**config.mk**
```make
export PLATFORM = sky130hd
export DESIGN_NAME = imem_loader
export DESIGN_NICKNAME = d
export VERILOG_FILES = /design/src/rtl/imem_loader.sv
export SDC_FILE = /design/constraint.sdc
export NUM_CORES = 1
export LEC_CHECK = 0
export ABC_AREA = 1
export CORE_MARGIN = 5
export CORE_UTILIZATION = 55
export CTS_CLUSTER_DIAMETER = 100
export DETAILED_ROUTE_END_ITERATION = 16
export MAX_ROUTING_LAYER = met4
export PLACE_DENSITY = 0.81
export SLEW_MARGIN = 5
export SYNTH_ARGS = -nofsm -noshare
export SYNTH_HDL_FRONTEND = slang
export SYNTH_SLANG_ARGS = --single-unit
```
**constraint.sdc**
```tcl
create_clock -name clk -period 2.3 [get_ports clk]
set_input_delay 0.46 -clock clk [delete_from_list [all_inputs] [get_ports clk]]
set_output_delay 0.46 -clock clk [all_outputs]
set_load 0.01 [all_outputs]
```
**src/rtl/imem_loader.sv**
```systemverilog
// ---------------------------------------------------------------------------
// imem_loader
// Receives a program as a stream of bytes, packs every four bytes into a
// 32-bit instruction word and writes the words into instruction memory at
// consecutive word addresses. The CPU fetch stage is held for the whole load,
// and a running mod-2^32 checksum of the written words is kept.
//
// Ports
//   clk         in   single clock, rising edge
//   rst_n       in   asynchronous active-low reset
//   start       in   one-cycle load request, only looked at while idle
//   base_addr   in   byte address of the first word (bits [1:0] ignored)
//   word_count  in   number of words to load
//   byte_in     in   incoming program byte
//   byte_valid  in   byte_in is valid
//   byte_ready  out  loader can accept a byte (only while receiving)
//   imem_we     out  instruction-memory write strobe
//   imem_addr   out  word-aligned write byte address
//   imem_wdata  out  instruction word being written
//   cpu_hold    out  stalls fetch/PC while a load is in progress
//   busy        out  a load is in progress
//   done        out  one-cycle pulse when a load completes
//   err         out  one-cycle pulse when a request is rejected (too long)
//   checksum    out  sum of all words written by the current or last load
// ---------------------------------------------------------------------------
module imem_loader #(
    parameter int DEPTH_WORDS = 256,
    parameter int BIG_ENDIAN  = 1
) (
    input  logic        clk,
    input  logic        rst_n,
    input  logic        start,
    input  logic [31:0] base_addr,
    input  logic [15:0] word_count,
    input  logic [7:0]  byte_in,
    input  logic        byte_valid,
    output logic        byte_ready,
    output logic        imem_we,
    output logic [31:0] imem_addr,
    output logic [31:0] imem_wdata,
    output logic        cpu_hold,
    output logic        busy,
    output logic        done,
    output logic        err,
    output logic [31:0] checksum
);

    typedef enum logic [1:0] {
        IDLE,
        RECV,
        WRITE,
        DONE
    } state_t;

    state_t      state_q;
    logic [31:0] base_q;
    logic [15:0] count_q;
    logic [15:0] index_q;
    logic [1:0]  byteCnt_q;
    logic [31:0] asm_q;
    logic        we_q;
    logic [31:0] addr_q;
    logic [31:0] wdata_q;
    logic        busy_q;
    logic        done_q;
    logic        err_q;
    logic [31:0] checksum_q;

    logic [31:0] asm_d;
    logic [31:0] wrAddr_d;
    logic [15:0] index_d;
    logic        tooLarge;

    // Next assembly value for the byte on byte_in, the write address for the
    // current word, and the request bound check. The base is stored whole and
    // the sum is masked afterwards, which drops base bits [1:0] because the
    // word offset never touches them.
    always_comb begin
        if (BIG_ENDIAN != 0) begin
            asm_d = {asm_q[23:0], byte_in};
        end else begin
            asm_d = {byte_in, asm_q[31:8]};
        end
        wrAddr_d = (base_q + {14'd0, index_q, 2'b00}) & 32'hFFFF_FFFC;
        index_d  = index_q + 16'd1;
        tooLarge = ({16'd0, word_count} > 32'(DEPTH_WORDS));
    end

    // Loader FSM. All outputs except byte_ready come from registers that are
    // set on the edge that enters the corresponding state, so imem_we, done
    // and busy line up exactly with WRITE, DONE and the non-idle states.
    always_ff @(posedge clk or negedge rst_n) begin
        if (!rst_n) begin
            state_q    <= IDLE;
            base_q     <= 32'd0;
            count_q    <= 16'd0;
            index_q    <= 16'd0;
            byteCnt_q  <= 2'd0;
            asm_q      <= 32'd0;
            we_q       <= 1'b0;
            addr_q     <= 32'd0;
            wdata_q    <= 32'd0;
            busy_q     <= 1'b0;
            done_q     <= 1'b0;
            err_q      <= 1'b0;
            checksum_q <= 32'd0;
        end else begin
            we_q   <= 1'b0;
            done_q <= 1'b0;
            err_q  <= 1'b0;
            case (state_q)
                IDLE: begin
                    if (start) begin
                        if (word_count == 16'd0) begin
                            checksum_q <= 32'd0;
                            busy_q     <= 1'b1;
                            done_q     <= 1'b1;
                            state_q    <= DONE;
                        end else if (tooLarge) begin
                            err_q <= 1'b1;
                        end else begin
                            base_q     <= base_addr;
                            count_q    <= word_count;
                            index_q    <= 16'd0;
                            byteCnt_q  <= 2'd0;
                            checksum_q <= 32'd0;
                            busy_q     <= 1'b1;
                            state_q    <= RECV;
                        end
                    end
                end
                RECV: begin
                    // byte_ready is high throughout RECV, so valid alone
                    // decides whether a byte transfers on this edge.
                    if (byte_valid) begin
                        asm_q     <= asm_d;
                        byteCnt_q <= byteCnt_q + 2'd1;
                        if (byteCnt_q == 2'd3) begin
                            we_q    <= 1'b1;
                            addr_q  <= wrAddr_d;
                            wdata_q <= asm_d;
                            state_q <= WRITE;
                        end
                    end
                end
                WRITE: begin
                    checksum_q <= checksum_q + wdata_q;
                    index_q    <= index_d;
                    if (index_d == count_q) begin
                        done_q  <= 1'b1;
                        state_q <= DONE;
                    end else begin
                        state_q <= RECV;
                    end
                end
                DONE: begin
                    busy_q  <= 1'b0;
                    state_q <= IDLE;
                end
                default: begin
                    busy_q  <= 1'b0;
                    state_q <= IDLE;
                end
            endcase
        end
    end

    assign byte_ready = (state_q == RECV);
    assign imem_we    = we_q;
    assign imem_addr  = addr_q;
    assign imem_wdata = wdata_q;
    assign busy       = busy_q;
    assign cpu_hold   = busy_q;
    assign done       = done_q;
    assign err        = err_q;
    assign checksum   = checksum_q;

endmodule
```
==> impl_metrics.csv <==
group,metric,value,unit
run_status,status,"finished, final reports clean",
synth,yosys_warnings,0,
detailed_routing,drtIter0Drc,718,
timing,skew,0.01130,ns
grt,overflow,0,
detailed_routing,routedWlPerCell,17.18,µm
timing,min_period,2.217,ns
power,p_leak,6.891,nW
layout,area_growth_syn_to_layout,27.34,%
clock_tree,clock_sinks,188,
placement,dp_worst_setup_slack,-0.2077,ns
setup_path,setup.worst_path.end_class,"flop",
setup_path,worstSetupEndpoint,"checksum[19]",
setup_path,startpoint_type,"flop",
timing,slew_viol_final,0,
timing,tightestPinTransition,0.8765,ns
detailed_routing,vias,10510,
grt,busiest_layer,"met2",
synth,netlist_area,0.01098,mm²
floorplan,io_pins,162,
detailed_routing,ant_nets,0,
setup_path,crit_start,"imem_wdata[6]",
floorplan,die_h,151.3,µm
grt,grt_use_met3,3.740,%
synth,postSynthCellCount,1453,
synth,synth_top_cell_by_area,"dfrtp_1",
clock_tree,cts_setup_buffers,0,
clock_tree,root_buffer,"clkbuf_16",
setup_path,critical_path_class,"flop to flop",
setup_path,r2r_slack,0.08,ns
detailed_routing,postRouteWirelength,33330,µm
min_path,holdCritPathClass,"primary input to async pin",
timing,fin_crit_sh,96.40,%
synth,synthMuxAreaShare,2.460,%
floorplan,core.rowCount,51,
synth,synth_top_family_by_area,"simple AND/OR/NAND/NOR gates",
clock_tree,clock_path_buffers,2,
synth,yosys_register_bits,188,
grt,grt_pass1_wl,51990,µm
setup_path,arrival,2.58,ns
synth,synthAdderAreaFrac,5.946,%
placement,portBuffers,157,
timing,setup_viol,0,
power,ir_drop,557.4,µV
synth,syn-mean-instance-area,7.560,µm²
floorplan,dieArea,0.02290,mm²
layout,drive_gt1_share,9.970,%
synth,yosys.area.top_type_share,42.83,%
clock_tree,cts_tree,"done",
flow_run,cap_violations,0,
detailed_routing,dr.pass1.iters,7,
setup_path,reg2reg_to,"checksum[19]",
synth,synthTopCellsByArea,"dfrtp_1 43%, nand2_1 16%, ha_1 5.6%",
timing,max_freq,0.4510,GHz
synth,synth-xor-area-share,1.435,%
synth,synth_simple_gate_area_share,27.49,%
floorplan,initial_utilization,56.07,%
timing,finalHoldViolCount,0,
clock_tree,clkLatencyLatePin,0.45,ns
synth,yosysMostFrequentCell,"nand2_1",
synth,synth_cell_types,46,
grt,use_met2,51.54,%
placement,hpwl,26270,µm
placement,dpl_cell_area,0.01324,mm²
grt,antenna_found_initial,0,
detailed_routing,vias_per_cell,5.418,
power,total_power,15.55,mW
grt,first_global_vias,10130,
setup_path,worstPathRequired,2.66,ns
setup_path,worstReg2RegStart,"imem_wdata[6]",
clock_tree,cts_buffers,17,
grt,grt_usage,30.23,%
clock_tree,clk_pin_slew,0.09,ns
synth,synth_edf_count,0,
timing,finalWorstSetupSlack,0.08279,ns
clock_tree,cts_max_level,4,
synth,synth_ff_type,"dfrtp_1",
timing,maxSlewHeadroom,41.50,%
floorplan,dieWidth,151.3,µm
grt,grt_max_degree,72,
power,powerDensity,1112,mW/mm²
layout,final_nets,1773,
layout,n_antenna_cell,0,
synth,async_reset_ff_share,100.0,%
synth,synthTopCellsByCount,"456 x nand2_1, 188 x dfrtp_1, 143 x inv_1",
synth,ys_seq_area_share,42.83,%
setup_path,crit_fanout,5,
placement,gp_congestion,0.9879,
detailed_routing,drc_errors,0,
synth,synth_compound_area_share,13.00,%
setup_path,r2r_cells,11,
layout,fin_area,0.01399,mm²
floorplan,core,0.01959,mm²
timing,finalSetupTns,0,ns
grt,met1_usage,36.39,%
==> cell usage in the layout (no fill, tap or decap), types with 10 or more instances in the layout <==
cell type / instances
nor3_1: 16
buf_4: 62
nand4_1: 20
dfrtp_1: 187
o21ai_0: 108
ha_1: 42
clkdlybuf4s50_1: 156
nor2_1: 120
a21oi_1: 81
o21ai_1: 42
clkbuf_16: 17
mux2_2: 24
nand3_1: 68
xnor2_1: 10
nand2_1: 455
inv_1: 143
==> where the power goes <==
group	internal [mW]	switching (mW)
combinational	3.11	4.07
clock	1.56	1.67
sequential	4.25	0.898
==> kinds of logic (layout without fill, tap and decap cells) <==
group | count (synthesis) | after routing
other | 1 | 2
muxes | 24 | 24
DFF | 188 | 188
adders and majority gates | 51 | 51
xor gates and xnor gates | 18 | 18
buffers and inverters | 182 | 403
AOI/OAI and AO/OA | 268 | 268
and+or+nand+nor | 721 | 721
==> metrics by stage <==
stage | cells | util [%] | hold WS [ns]
4_1_cts | 1940 | 71.03 | 0.4460
5_1_grt | 1940 | 71.40 | 0.4491
6_report | 1940 | 71.40 | 0.4411
3_3_place_gp | 1907 | 67.61 | 0.3567
2_1_floorplan | 1454 | - | 0.1644
3_5_place_dp | 1907 | 67.61 | 0.3586
==> routing by layer <==
layer,up-vias,share of wire [%]
met3,87,5.0
met2,370,50
met5,-,0
met1,4882,40
li1,5172,-
met4,0,4.5
==> state kept, by name, summed over array words and instances, names as in the netlist <==
| name | count |
|---|---|
| done | 1 |
| imem_we | 1 |
| asm_q | 24 |
| state_q | 2 |
| base_q | 30 |
| byteCnt_q | 2 |
| imem_addr | 30 |
| count_q | 16 |
| imem_wdata | 32 |
| busy | 1 |
| err | 1 |
| checksum | 32 |
| index_q | 16 |
==> worst min path at each step <==
stage                     start              to  slack, ns  depth (start not counted)
after detailed placement  rst_n  imem_wdata[30]       0.36                          1
after floorplan           rst_n        asm_q[0]       0.16                          0
after CTS                 rst_n  imem_wdata[30]       0.45                          2
final                     rst_n  imem_wdata[30]       0.44                          2
after global placement    rst_n  imem_wdata[30]       0.36                          1
after global routing      rst_n  imem_wdata[30]       0.45                          2
==> critical path: stages (launching register included) <==
cell and delay (ns):
dfrtp_1 0.46, ha_1 0.38, a21oi_1 0.20, o21ai_0 0.17, inv_1 0.09, nand2_1 0.12, a21o_1 0.23, nand2_1 0.07
nand2_1 0.11, nand2_1 0.09, nand2_1 0.04, o21ai_0 0.17
==> layout make-up <==
class,count,area [µm²]
well taps,265,331.6
clock buffers,17,425.4
multi-input cells,1084,5610
flip-flops and latches,188,4706
repair buffers,224,2131
fillers,1615,5603
clock inverters,15,231.5
inverters,147,551.8
==> repair_timing <==
| action | CTS | global route |
|---|---|---|
| pin swaps | 0 | 1 |
| endpoints found under the setup margin | 1 | 20 |
| hold buffers | 1 | 0 |
| gates resized for setup | 1 | 16 |
| endpoints found under the hold margin | 23 | 0 |
Note: power is estimated with default switching activity, not from simulation.
